===== config.mk =====
export PLATFORM = sky130hd
export DESIGN_NAME = ws_frame_scheduler
export DESIGN_NICKNAME = d
export VERILOG_FILES = /design/src/rtl/ws_frame_scheduler_pkg.sv /design/src/rtl/ws_gap_timer.sv /design/src/rtl/ws_frame_scheduler.sv
export SDC_FILE = /design/constraint.sdc
export NUM_CORES = 1
export LEC_CHECK = 0
export CAP_MARGIN = 0
export CORE_MARGIN = 2
export CORE_UTILIZATION = 47
export DETAILED_ROUTE_END_ITERATION = 8
export PLACE_DENSITY = 0.76
export SYNTH_ARGS = -nofsm -noshare
export SYNTH_HDL_FRONTEND = slang
export SYNTH_SLANG_ARGS = --single-unit

===== constraint.sdc =====
create_clock -name clk -period 2.1 [get_ports clk]
set_input_delay 0.42 -clock clk [delete_from_list [all_inputs] [get_ports clk]]
set_output_delay 0.42 -clock clk [all_outputs]
set_load 0.02 [all_outputs]

===== src/rtl/ws_frame_scheduler_pkg.sv =====
// ----------------------------------------------------------------------------
// ws_frame_scheduler_pkg
// Shared definitions for the WS2812 frame scheduler and its gap timer:
//   ws_state_e        - frame sequencer states (2-bit encoding)
//   WS_BITS_PER_PIX   - GRB word width sent to the serializer
//   COL_OFF_DEFAULT   - colour of a clear bit before any frame is captured
//   COL_ON_DEFAULT    - colour of a set bit before any frame is captured (dim green)
//   latch_cycles()    - converts the WS2812 latch time in us into clock cycles
// No ports (package).
// ----------------------------------------------------------------------------
package ws_frame_scheduler_pkg;

   typedef enum logic [1:0] {
      ST_IDLE = 2'd0,
      ST_SEND = 2'd1,
      ST_GAP  = 2'd2,
      ST_DONE = 2'd3
   } ws_state_e;

   localparam int WS_BITS_PER_PIX = 24;

   localparam logic [WS_BITS_PER_PIX-1:0] COL_OFF_DEFAULT = 24'h000000;
   localparam logic [WS_BITS_PER_PIX-1:0] COL_ON_DEFAULT  = 24'h200000;

   // Whole cycles per microsecond times the latch length; 720 at 12 MHz / 60 us.
   function automatic int latch_cycles(input int clk_hz, input int latch_us);
      return (clk_hz / 1_000_000) * latch_us;
   endfunction

endpackage


===== src/rtl/ws_gap_timer.sv =====
// ----------------------------------------------------------------------------
// ws_gap_timer
// Down-counter used to hold the WS2812 data line idle for the latch gap.
// Loading sets the count to CYCLES; it then decrements once per clock and
// stops at zero (no underflow). done is high whenever the count is zero.
// Ports:
//   clk    in  system clock
//   rst_n  in  synchronous reset, active-low (count cleared to zero)
//   load   in  restart the gap; takes priority over counting
//   done   out count has reached zero
// ----------------------------------------------------------------------------
module ws_gap_timer #(
   parameter int CYCLES = 720
) (
   input  logic clk,
   input  logic rst_n,
   input  logic load,
   output logic done
);

   localparam int CNT_W = $clog2(CYCLES + 1);

   logic [CNT_W-1:0] count_q;
   logic [CNT_W-1:0] count_d;

   always_comb begin
      count_d = count_q;
      if (load) begin
         count_d = CNT_W'(CYCLES);
      end else if (count_q != '0) begin
         count_d = count_q - CNT_W'(1);
      end
   end

   always_ff @(posedge clk) begin
      if (!rst_n) begin
         count_q <= '0;
      end else begin
         count_q <= count_d;
      end
   end

   assign done = (count_q == '0);

endmodule


===== src/rtl/ws_frame_scheduler.sv =====
// ----------------------------------------------------------------------------
// ws_frame_scheduler
// Sequences one WS2812 frame for the 4x4 binary-clock matrix. On a request it
// snapshots the four BCD digits and both colours, then hands 16 GRB words in
// chain order to the bit serializer over valid/ready, waits the latch gap and
// pulses frame_done. Requests arriving while busy coalesce into one more frame.
// Ports:
//   clk        in  system clock
//   rst_n      in  synchronous reset, active-low
//   start      in  frame request (level or pulse)
//   digits     in  {h1,h0,m1,m0}, 4 bits each
//   col_on     in  GRB colour for a set bit
//   col_off    in  GRB colour for a clear bit
//   px_data    out GRB word to the serializer, G7 first
//   px_valid   out px_data valid, held until px_ready
//   px_ready   in  serializer accepts the word on valid & ready
//   busy       out frame in progress, through the frame_done cycle
//   frame_done out one-cycle pulse after the latch gap
// ----------------------------------------------------------------------------
module ws_frame_scheduler
   import ws_frame_scheduler_pkg::*;
#(
   parameter int CLK_HZ     = 12_000_000,
   parameter int NUM_PIX    = 16,
   parameter int LATCH_US   = 60,
   parameter int SERPENTINE = 1
) (
   input  logic                       clk,
   input  logic                       rst_n,
   input  logic                       start,
   input  logic [15:0]                digits,
   input  logic [WS_BITS_PER_PIX-1:0] col_on,
   input  logic [WS_BITS_PER_PIX-1:0] col_off,
   output logic [WS_BITS_PER_PIX-1:0] px_data,
   output logic                       px_valid,
   input  logic                       px_ready,
   output logic                       busy,
   output logic                       frame_done
);

   // The column/row split of the index assumes a 4x4 matrix (NUM_PIX = 16).
   localparam int IDX_W     = 4;
   localparam int LATCH_CYC = latch_cycles(CLK_HZ, LATCH_US);

   ws_state_e                  state_q, state_d;
   logic [IDX_W-1:0]           idx_q, idx_d;
   logic                       pending_q, pending_d;
   logic [15:0]                dig_q, dig_d;
   logic [WS_BITS_PER_PIX-1:0] on_q, on_d;
   logic [WS_BITS_PER_PIX-1:0] off_q, off_d;
   logic [WS_BITS_PER_PIX-1:0] px_data_q, px_data_d;
   logic                       px_valid_q, px_valid_d;
   logic                       busy_q, busy_d;
   logic                       frame_done_q, frame_done_d;
   logic                       start_frame;
   logic                       gap_load;
   logic                       gap_done;

   // Column c picks the digit (c=0 is h1, c=3 is m0). On serpentine wiring the
   // odd columns run bottom-to-top, so the bit order within them is reversed.
   function automatic logic [WS_BITS_PER_PIX-1:0] pixel_of(
      input logic [IDX_W-1:0]           idx,
      input logic [15:0]                dig,
      input logic [WS_BITS_PER_PIX-1:0] on,
      input logic [WS_BITS_PER_PIX-1:0] off
   );
      logic [1:0] col;
      logic [1:0] row;
      logic [1:0] bit_sel;
      logic [3:0] digit;
      col = idx[3:2];
      row = idx[1:0];
      case (col)
         2'd0:    digit = dig[15:12];
         2'd1:    digit = dig[11:8];
         2'd2:    digit = dig[7:4];
         default: digit = dig[3:0];
      endcase
      bit_sel = ((SERPENTINE != 0) && col[0]) ? (2'd3 - row) : row;
      return digit[bit_sel] ? on : off;
   endfunction

   ws_gap_timer #(
      .CYCLES (LATCH_CYC)
   ) u_gap_timer (
      .clk   (clk),
      .rst_n (rst_n),
      .load  (gap_load),
      .done  (gap_done)
   );

   always_comb begin
      state_d      = state_q;
      idx_d        = idx_q;
      pending_d    = pending_q;
      dig_d        = dig_q;
      on_d         = on_q;
      off_d        = off_q;
      px_data_d    = px_data_q;
      px_valid_d   = px_valid_q;
      busy_d       = busy_q;
      frame_done_d = 1'b0;
      start_frame  = 1'b0;
      gap_load     = 1'b0;

      case (state_q)
         ST_IDLE: begin
            if (start) begin
               start_frame = 1'b1;
            end
         end

         ST_SEND: begin
            if (start) begin
               pending_d = 1'b1;
            end
            // Next word is loaded on the accepting edge so valid never drops
            // between pixels.
            if (px_valid_q && px_ready) begin
               if (idx_q == IDX_W'(NUM_PIX - 1)) begin
                  px_valid_d = 1'b0;
                  gap_load   = 1'b1;
                  state_d    = ST_GAP;
               end else begin
                  idx_d     = idx_q + IDX_W'(1);
                  px_data_d = pixel_of(idx_q + IDX_W'(1), dig_q, on_q, off_q);
               end
            end
         end

         ST_GAP: begin
            if (start) begin
               pending_d = 1'b1;
            end
            if (gap_done) begin
               frame_done_d = 1'b1;
               state_d      = ST_DONE;
            end
         end

         default: begin
            // A request landing in the DONE cycle itself still earns a frame.
            if (pending_q || start) begin
               start_frame = 1'b1;
            end else begin
               busy_d  = 1'b0;
               state_d = ST_IDLE;
            end
         end
      endcase

      // Snapshot is taken from the live inputs, so pixel 0 uses them directly.
      if (start_frame) begin
         dig_d      = digits;
         on_d       = col_on;
         off_d      = col_off;
         idx_d      = '0;
         pending_d  = 1'b0;
         px_data_d  = pixel_of('0, digits, col_on, col_off);
         px_valid_d = 1'b1;
         busy_d     = 1'b1;
         state_d    = ST_SEND;
      end
   end

   always_ff @(posedge clk) begin
      if (!rst_n) begin
         state_q      <= ST_IDLE;
         idx_q        <= '0;
         pending_q    <= 1'b0;
         dig_q        <= '0;
         on_q         <= COL_ON_DEFAULT;
         off_q        <= COL_OFF_DEFAULT;
         px_data_q    <= '0;
         px_valid_q   <= 1'b0;
         busy_q       <= 1'b0;
         frame_done_q <= 1'b0;
      end else begin
         state_q      <= state_d;
         idx_q        <= idx_d;
         pending_q    <= pending_d;
         dig_q        <= dig_d;
         on_q         <= on_d;
         off_q        <= off_d;
         px_data_q    <= px_data_d;
         px_valid_q   <= px_valid_d;
         busy_q       <= busy_d;
         frame_done_q <= frame_done_d;
      end
   end

   assign px_data    = px_data_q;
   assign px_valid   = px_valid_q;
   assign busy       = busy_q;
   assign frame_done = frame_done_q;

endmodule


==> Word level (Yosys, flattened, before mapping) <==
Cells that the tools add are included.
{ "totals": {"ff_bits": 108, "latch_bits": 0, "mem_bits_rw": 0, "mem_bits_ro": 0, "in_bits": 68, "output_inout_bits": 27, "wordCells": 95, "memories": 0} }
{ "classes": {"add_sub_neg": 3, "multipliers": 0, "div_mod_pow": 0, "order_cmp": 1, "eq_ne": 17, "n_shift": 0, "n_mux": 36, "n_bitwise": 3, "n_reduce_logical": 22} }
{ "op_table": {"columns": ["cell", "n"], "rows": [
  ["$mux 24", 6],
  ["$mux 10", 2],
  ["$mux 1", 16],
  ["$mux 4", 3],
  ["$ne 2x2->1 const B", 6],
  ["$pmux 4 s3", 1],
  ["$logic_not 10->1", 1],
  ["$mux 2", 5],
  ["$reduce_and 5->1", 2],
  ["$reduce_bool 10->1", 1],
  ["$sub 10x1->10 const B", 1],
  ["$ne 3x3->1 const B", 3],
  ["$reduce_and 3->1", 3],
  ["$reduce_bool 2->1", 4],
  ["$pmux 2 s3", 1],
  ["$reduce_and 2->1", 3],
  ["$reduce_or 2->1", 3],
  ["$add 4x1->4 const B", 1],
  ["$eq 2x1->1 const B", 2],
  ["$eq 2x2->1 const B", 2],
  ["$eq 4x4->1 const B", 1],
  ["$logic_not 2->1", 2],
  ["$ne 4x2->1 const B", 1],
  ["$lt 2x3->1 const B", 1],
  ["other kinds (9)", 11]
]} }

==> Depth between registers and ports, before layout <==
{ "logic_depth": {"depth_word": 13, "ltp_mapped": 10, "ltp_nobuf": 9} }

==> Cells and area by module <==
From an unflattened synthesis, not the netlist that was laid out.
{ "hier_totals": {"cells_unflattened": 630, "area_unflattened_um2": 5078.6} }
{ "modules_own_cells": {"columns": ["mod", "n_inst", "cells_per_inst", "area_per_inst_um2", "seq_area_each_um2"], "rows": [
  ["ws_frame_scheduler", 1, 571, 4525.6, 1961.9],
  ["ws_gap_timer", 1, 59, 553.0, 200.2]
]} }

==> Least setup slack after synthesis <==
Ideal clock, no wire load.
{ "synth_timing": {"kind": "flip-flop to flip-flop", "startpoint": "register idx_q[1]", "endpoint": "register px_data_q[7] (netlist: px_data[7])", "setup_time_ns": 0.120, "arrival_time_ns": 2.120, "required_time_ns": 1.980, "setup_slack_ns": -0.140, "stages_incl_launch_ff": 10, "n_path_buf": 2, "synth_period_minus_slack_ns": 2.240, "path_cell_list": "dfxtp_1 > ha_1 > buf_2 > xor2_1 > nand2_1 > a32o_1 > a221oi_2 > a21oi_4 > buf_4 > a211o_1"} }
{ "synth_via": {"elab_chain_cells": 13, "word_cells_on_any_way": 20, "cone_classes": "2 x add/sub; 4 x eq/ne; 12 x mux; 2 x reduce/logical"} }
{ "synth_lines": {"columns": ["element", "line_no", "source"], "rows": [
  ["start, declared", "ws_frame_scheduler.sv:46", "logic [IDX_W-1:0] idx_q, idx_d;"],
  ["start signal, assigned", "ws_frame_scheduler.sv:180", "idx_q <= idx_d;"],
  ["$add 4x1->4", "ws_frame_scheduler.sv:126", "px_data_d = pixel_of(idx_q + IDX_W'(1), dig_q, on_q, off_q);"],
  ["$eq 2x2->1 (tied with other cells)", "ws_frame_scheduler.sv:73", "case (col)"],
  ["$pmux 4 s3", "ws_frame_scheduler.sv:73", null],
  ["$mux 4", "ws_frame_scheduler.sv:120", "if (idx_q == IDX_W'(NUM_PIX - 1)) begin"],
  ["$mux 4", "ws_frame_scheduler.sv:119", "if (px_valid_q && px_ready) begin"],
  ["$mux 4", "ws_frame_scheduler.sv:106", "case (state_q)"],
  ["$bmux 1 s2", "ws_frame_scheduler.sv:80", "return digit[bit_sel] ? on : off;"],
  ["$mux 1 (implied by the code)", "ws_frame_scheduler.sv:80", null],
  ["$mux 24", "ws_frame_scheduler.sv:80", null],
  ["$mux 24", "ws_frame_scheduler.sv:120", null],
  ["$mux 24", "ws_frame_scheduler.sv:119", null],
  ["$mux 24", "ws_frame_scheduler.sv:106", null],
  ["$mux 24", "ws_frame_scheduler.sv:153", "if (start_frame) begin"],
  ["end signal, assigned", "ws_frame_scheduler.sv:185", "px_data_q <= px_data_d;"],
  ["end, declared", "ws_frame_scheduler.sv:51", "logic [WS_BITS_PER_PIX-1:0] px_data_q, px_data_d;"]
]} }
Several ways; a longest one is shown, not always the timed one. The select of a mux whose other input is x is not followed.
A chain may end at the register's enable or synchronous reset.

==> Worst setup path after layout <==
{ "layout_timing": {"startpoint": "register idx_q[0]", "endpoint": "register px_data_q[9] (netlist: px_data[9])"} }
The elaborated chain is that of the path after synthesis.

==> results.json <==
{
  "fillerInstances": 885,
  "die_h_um": 109.0,
  "cts_buffer_depth": 2,
  "path_cells": "ha_4, xnor2_4, mux2i_1, o21ai_1, a221oi_2, a21oi_4, buf_12, clkbuf_16, mux2i_1, o21ai_1",
  "fin_crit_ns": 2.210,
  "dieWidth_um": 109.0,
  "port_buffers": 94,
  "synth_edf_count": 0,
  "violations": "negative setup slack",
  "vias": 4753,
  "ant_nets": 0,
  "antenna_found_initial": 0,
  "grt_max_degree": 84,
  "critPathArrivalTime_ns": 2.47,
  "vias_per_cell": 5.426,
  "cts-htree-levels": 3,
  "yosysSeqAreaShare": 0.4171,
  "dr.pass1.iters": 5,
  "crit_buf_inv": 2,
  "worst_pin_slew_ns": 0.5602,
  "n_antenna_cell": 0,
  "io_pins": 95,
  "peakVddDrop_uv": 667.2,
  "rows": 38,
  "path_class": "flip-flop to flip-flop",
  "syn2layout_area_growth_pct": 33.33,
  "synth_area_per_cell_um2": 8.241,
  "synth_cell_types": 53,
  "drv_slew": 0,
  "coreArea_um2": 10790,
  "rsz0062_at_grt": "true",
  "groute.usage.overall": 0.2235,
  "p_seq_frac": 0.449,
  "syn_inst": 629,
  "max_slew_margin": 0.6265,
  "drtIter0Drc": 251,
  "cts_sinks": 108,
  "clock_latency_ns": 0.38,
  "min-delay-path-class": "flip-flop to flip-flop",
  "die-area_um2": 11890,
  "clkPwrFrac": 0.255,
  "power.switching_fraction": 0.3002,
  "final_nets": 807,
  "worst-path-max-fanout": 8,
  "clock-root-buffer": "clkbuf_8",
  "critPathCaptureType": "flip-flop",
  "worst_slack_ns": -0.1102,
  "routed_wl_mm": 13.33,
  "max_stage_delay_ns": 0.37,
  "start_kind": "flip-flop",
  "drcViolationCount": 0,
  "internal_power_w": 0.003765,
  "synthArstFlopShare": 0,
  "cpMaxStageDelayCell": "dfxtp_2",
  "min_period_over_period": 1.052,
  "p_sw_w": 0.001615,
  "final_common_cell": "nand2_1",
  "skew_ns": 0.01057,
  "holdBufCountCts": 0,
  "synthFlopType": "dfxtp_1",
  "comb_power_share": 0.296,
  "grt_pass1_vias": 4649,
  "yosys_warnings": 0,
  "hold_viol": 0,
  "gp_congestion": 0.8312,
  "tritoncts": "built",
  "initial_core_util": 0.4803,
  "critPathRequiredTime_ns": 2.36,
  "critPathTopFamily": "compound AO/OA/AOI/OAI gates",
  "drive_gt1_frac": 0.1264,
  "grt_pass1_wl_mm": 21.16,
  "hpwl_mm": 8.592,
  "wire_per_inst_um": 15.22,
  "final_cell_mix": "179 x nand2_1, 103 x dfxtp_1, 92 x clkdlybuf4s50_1",
  "setup_viol": 24,
  "fin_util": 0.6404,
  "grt-ovfl-total": 0,
  "syn_area_um2": 5184,
  "power.density_nw_per_um2": 778.5,
  "p_leak_nw": 2.646,
  "path_clk_slew_ns": 0.10,
  "syn_nets": 704,
  "hold_slack_ns": 0.4682,
  "fmax_mhz": 452.5,
  "cap_violations": 0,
  "outcome": "finished, violations left",
  "cts_buffers": 9,
  "ys_ff_latch": 108
}
[flip-flops by register name, indices dropped and copies added, names as in the netlist]
name and flops:
off_q 24, on_q 24, px_data 24, dig_q 16, u_gap_timer.count_q 10, idx_q 4, state_q 2, busy 1
frame_done 1, pending_q 1, px_valid 1
[final timing paths]
check             slack (ns)  startpoint    endpoint  cells after the start
hold / removal          0.47   off_q[18]   off_q[18]                      2
setup reg to reg       -0.11    idx_q[0]  px_data[9]                     10
setup / recovery       -0.11    idx_q[0]  px_data[9]                     10
hold reg to reg         0.47   off_q[18]   off_q[18]                      2
[what timing repair did]
item                       4_1_cts  5_1_grt
gates cloned                     0        3
setup endpoints to repair       25       28
setup buffers                    1        5
pin swaps                        5        7
gates resized for setup         12       34
[area by class of cell]
cell class / instances / area (um2) / share of cell area
tap: 140 / 175.2 / 0.02534
sequential: 108 / 2168 / 0.3137
clock inverter: 5 / 85.08 / 0.01231
clock buffer: 10 / 127.6 / 0.01846
timing repair buffer: 133 / 1361 / 0.1970
multi-input combinational: 475 / 2975 / 0.4305
inverter: 5 / 18.77 / 0.002715
[worst register-to-register path: cells and delay by family, from the launching register on]
family          cells  cell delay, ns
mux                 2            0.43
fa+ha+maj           1            0.23
xor+xnor            1            0.16
buf+inv             2            0.33
flops               1            0.37
compound gates      4            0.59
[power groups by stage]
stage	combinational (W)	sequential (W)	clock (W)
5_1_grt	0.00174	0.00244	0.00149
6_report	0.00159	0.00242	0.00137
3_3_place_gp	0.00141	0.00244	0
3_5_place_dp	0.00145	0.00245	0
4_1_cts	0.00148	0.00240	0.00141
2_1_floorplan	0.000863	0.00248	0
[kinds of logic (layout without fill, tap and decap cells)]
kind of cell / count (synthesis) / count (layout) / synth area share
AO/OA/AOI/OAI: 159 / 159 / 0.2117
multiplexers: 47 / 47 / 0.09124
AND/OR/NAND/NOR: 252 / 252 / 0.2071
adder cells (fa/ha/maj): 7 / 7 / 0.01690
buffers and inverters: 46 / 153 / 0.03765
flip-flops: 108 / 108 / 0.4171
XOR/XNOR: 10 / 10 / 0.01835
[routing by layer]
| layer | global-route usage | routed length [um] | vias up |
|---|---|---|---|
| met5 | 0 | 0 | - |
| met4 | 0.07418 | 263 | 0 |
| met3 | 0.04722 | 677 | 22 |
| met2 | 0.3882 | 6503 | 127 |
| met1 | 0.2743 | 5887 | 2242 |
| li1 | - | - | 2362 |
[cell usage after synthesis, types with 3 or more instances]
cell | n | area share
a211o_1 | 8 | 0.014
a211oi_1 | 9 | 0.013
a21boi_0 | 66 | 0.096
a21oi_1 | 14 | 0.014
and3_1 | 4 | 0.0048
buf_1 | 3 | 0.0022
buf_2 | 3 | 0.0029
buf_4 | 3 | 0.0043
clkbuf_1 | 31 | 0.022
dfxtp_1 | 108 | 0.42
ha_1 | 7 | 0.017
inv_1 | 5 | 0.0036
mux2i_1 | 45 | 0.087
nand2_1 | 181 | 0.13
nand2b_1 | 5 | 0.0060
nand3_1 | 6 | 0.0058
nor2_1 | 23 | 0.017
nor2b_1 | 3 | 0.0036
nor3_1 | 12 | 0.012
o211ai_1 | 3 | 0.0043
o21ai_0 | 26 | 0.025
o21ai_1 | 16 | 0.015
or3_1 | 3 | 0.0036
xnor2_1 | 7 | 0.012
[stage by stage]
| stage | std cells | instance area [um2] | setup TNS [ns] | worst slack [ns] | power (W) |
|---|---|---|---|---|---|
| 2_1_floorplan | 629 | 5192 | 0 | 0.01629 | 0.003339 |
| 3_3_place_gp | 853 | 6430 | -0.9160 | -0.1044 | 0.003847 |
| 3_5_place_dp | 853 | 6430 | -1.937 | -0.1564 | 0.003900 |
| 4_1_cts | 869 | 6714 | -0.4660 | -0.06123 | 0.005285 |
| 5_1_grt | 876 | 6912 | -3.332 | -0.1735 | 0.005670 |
| 6_report | 876 | 6912 | -1.588 | -0.1102 | 0.005381 |
No activity file was read; power rests on OpenSTA's default activity.
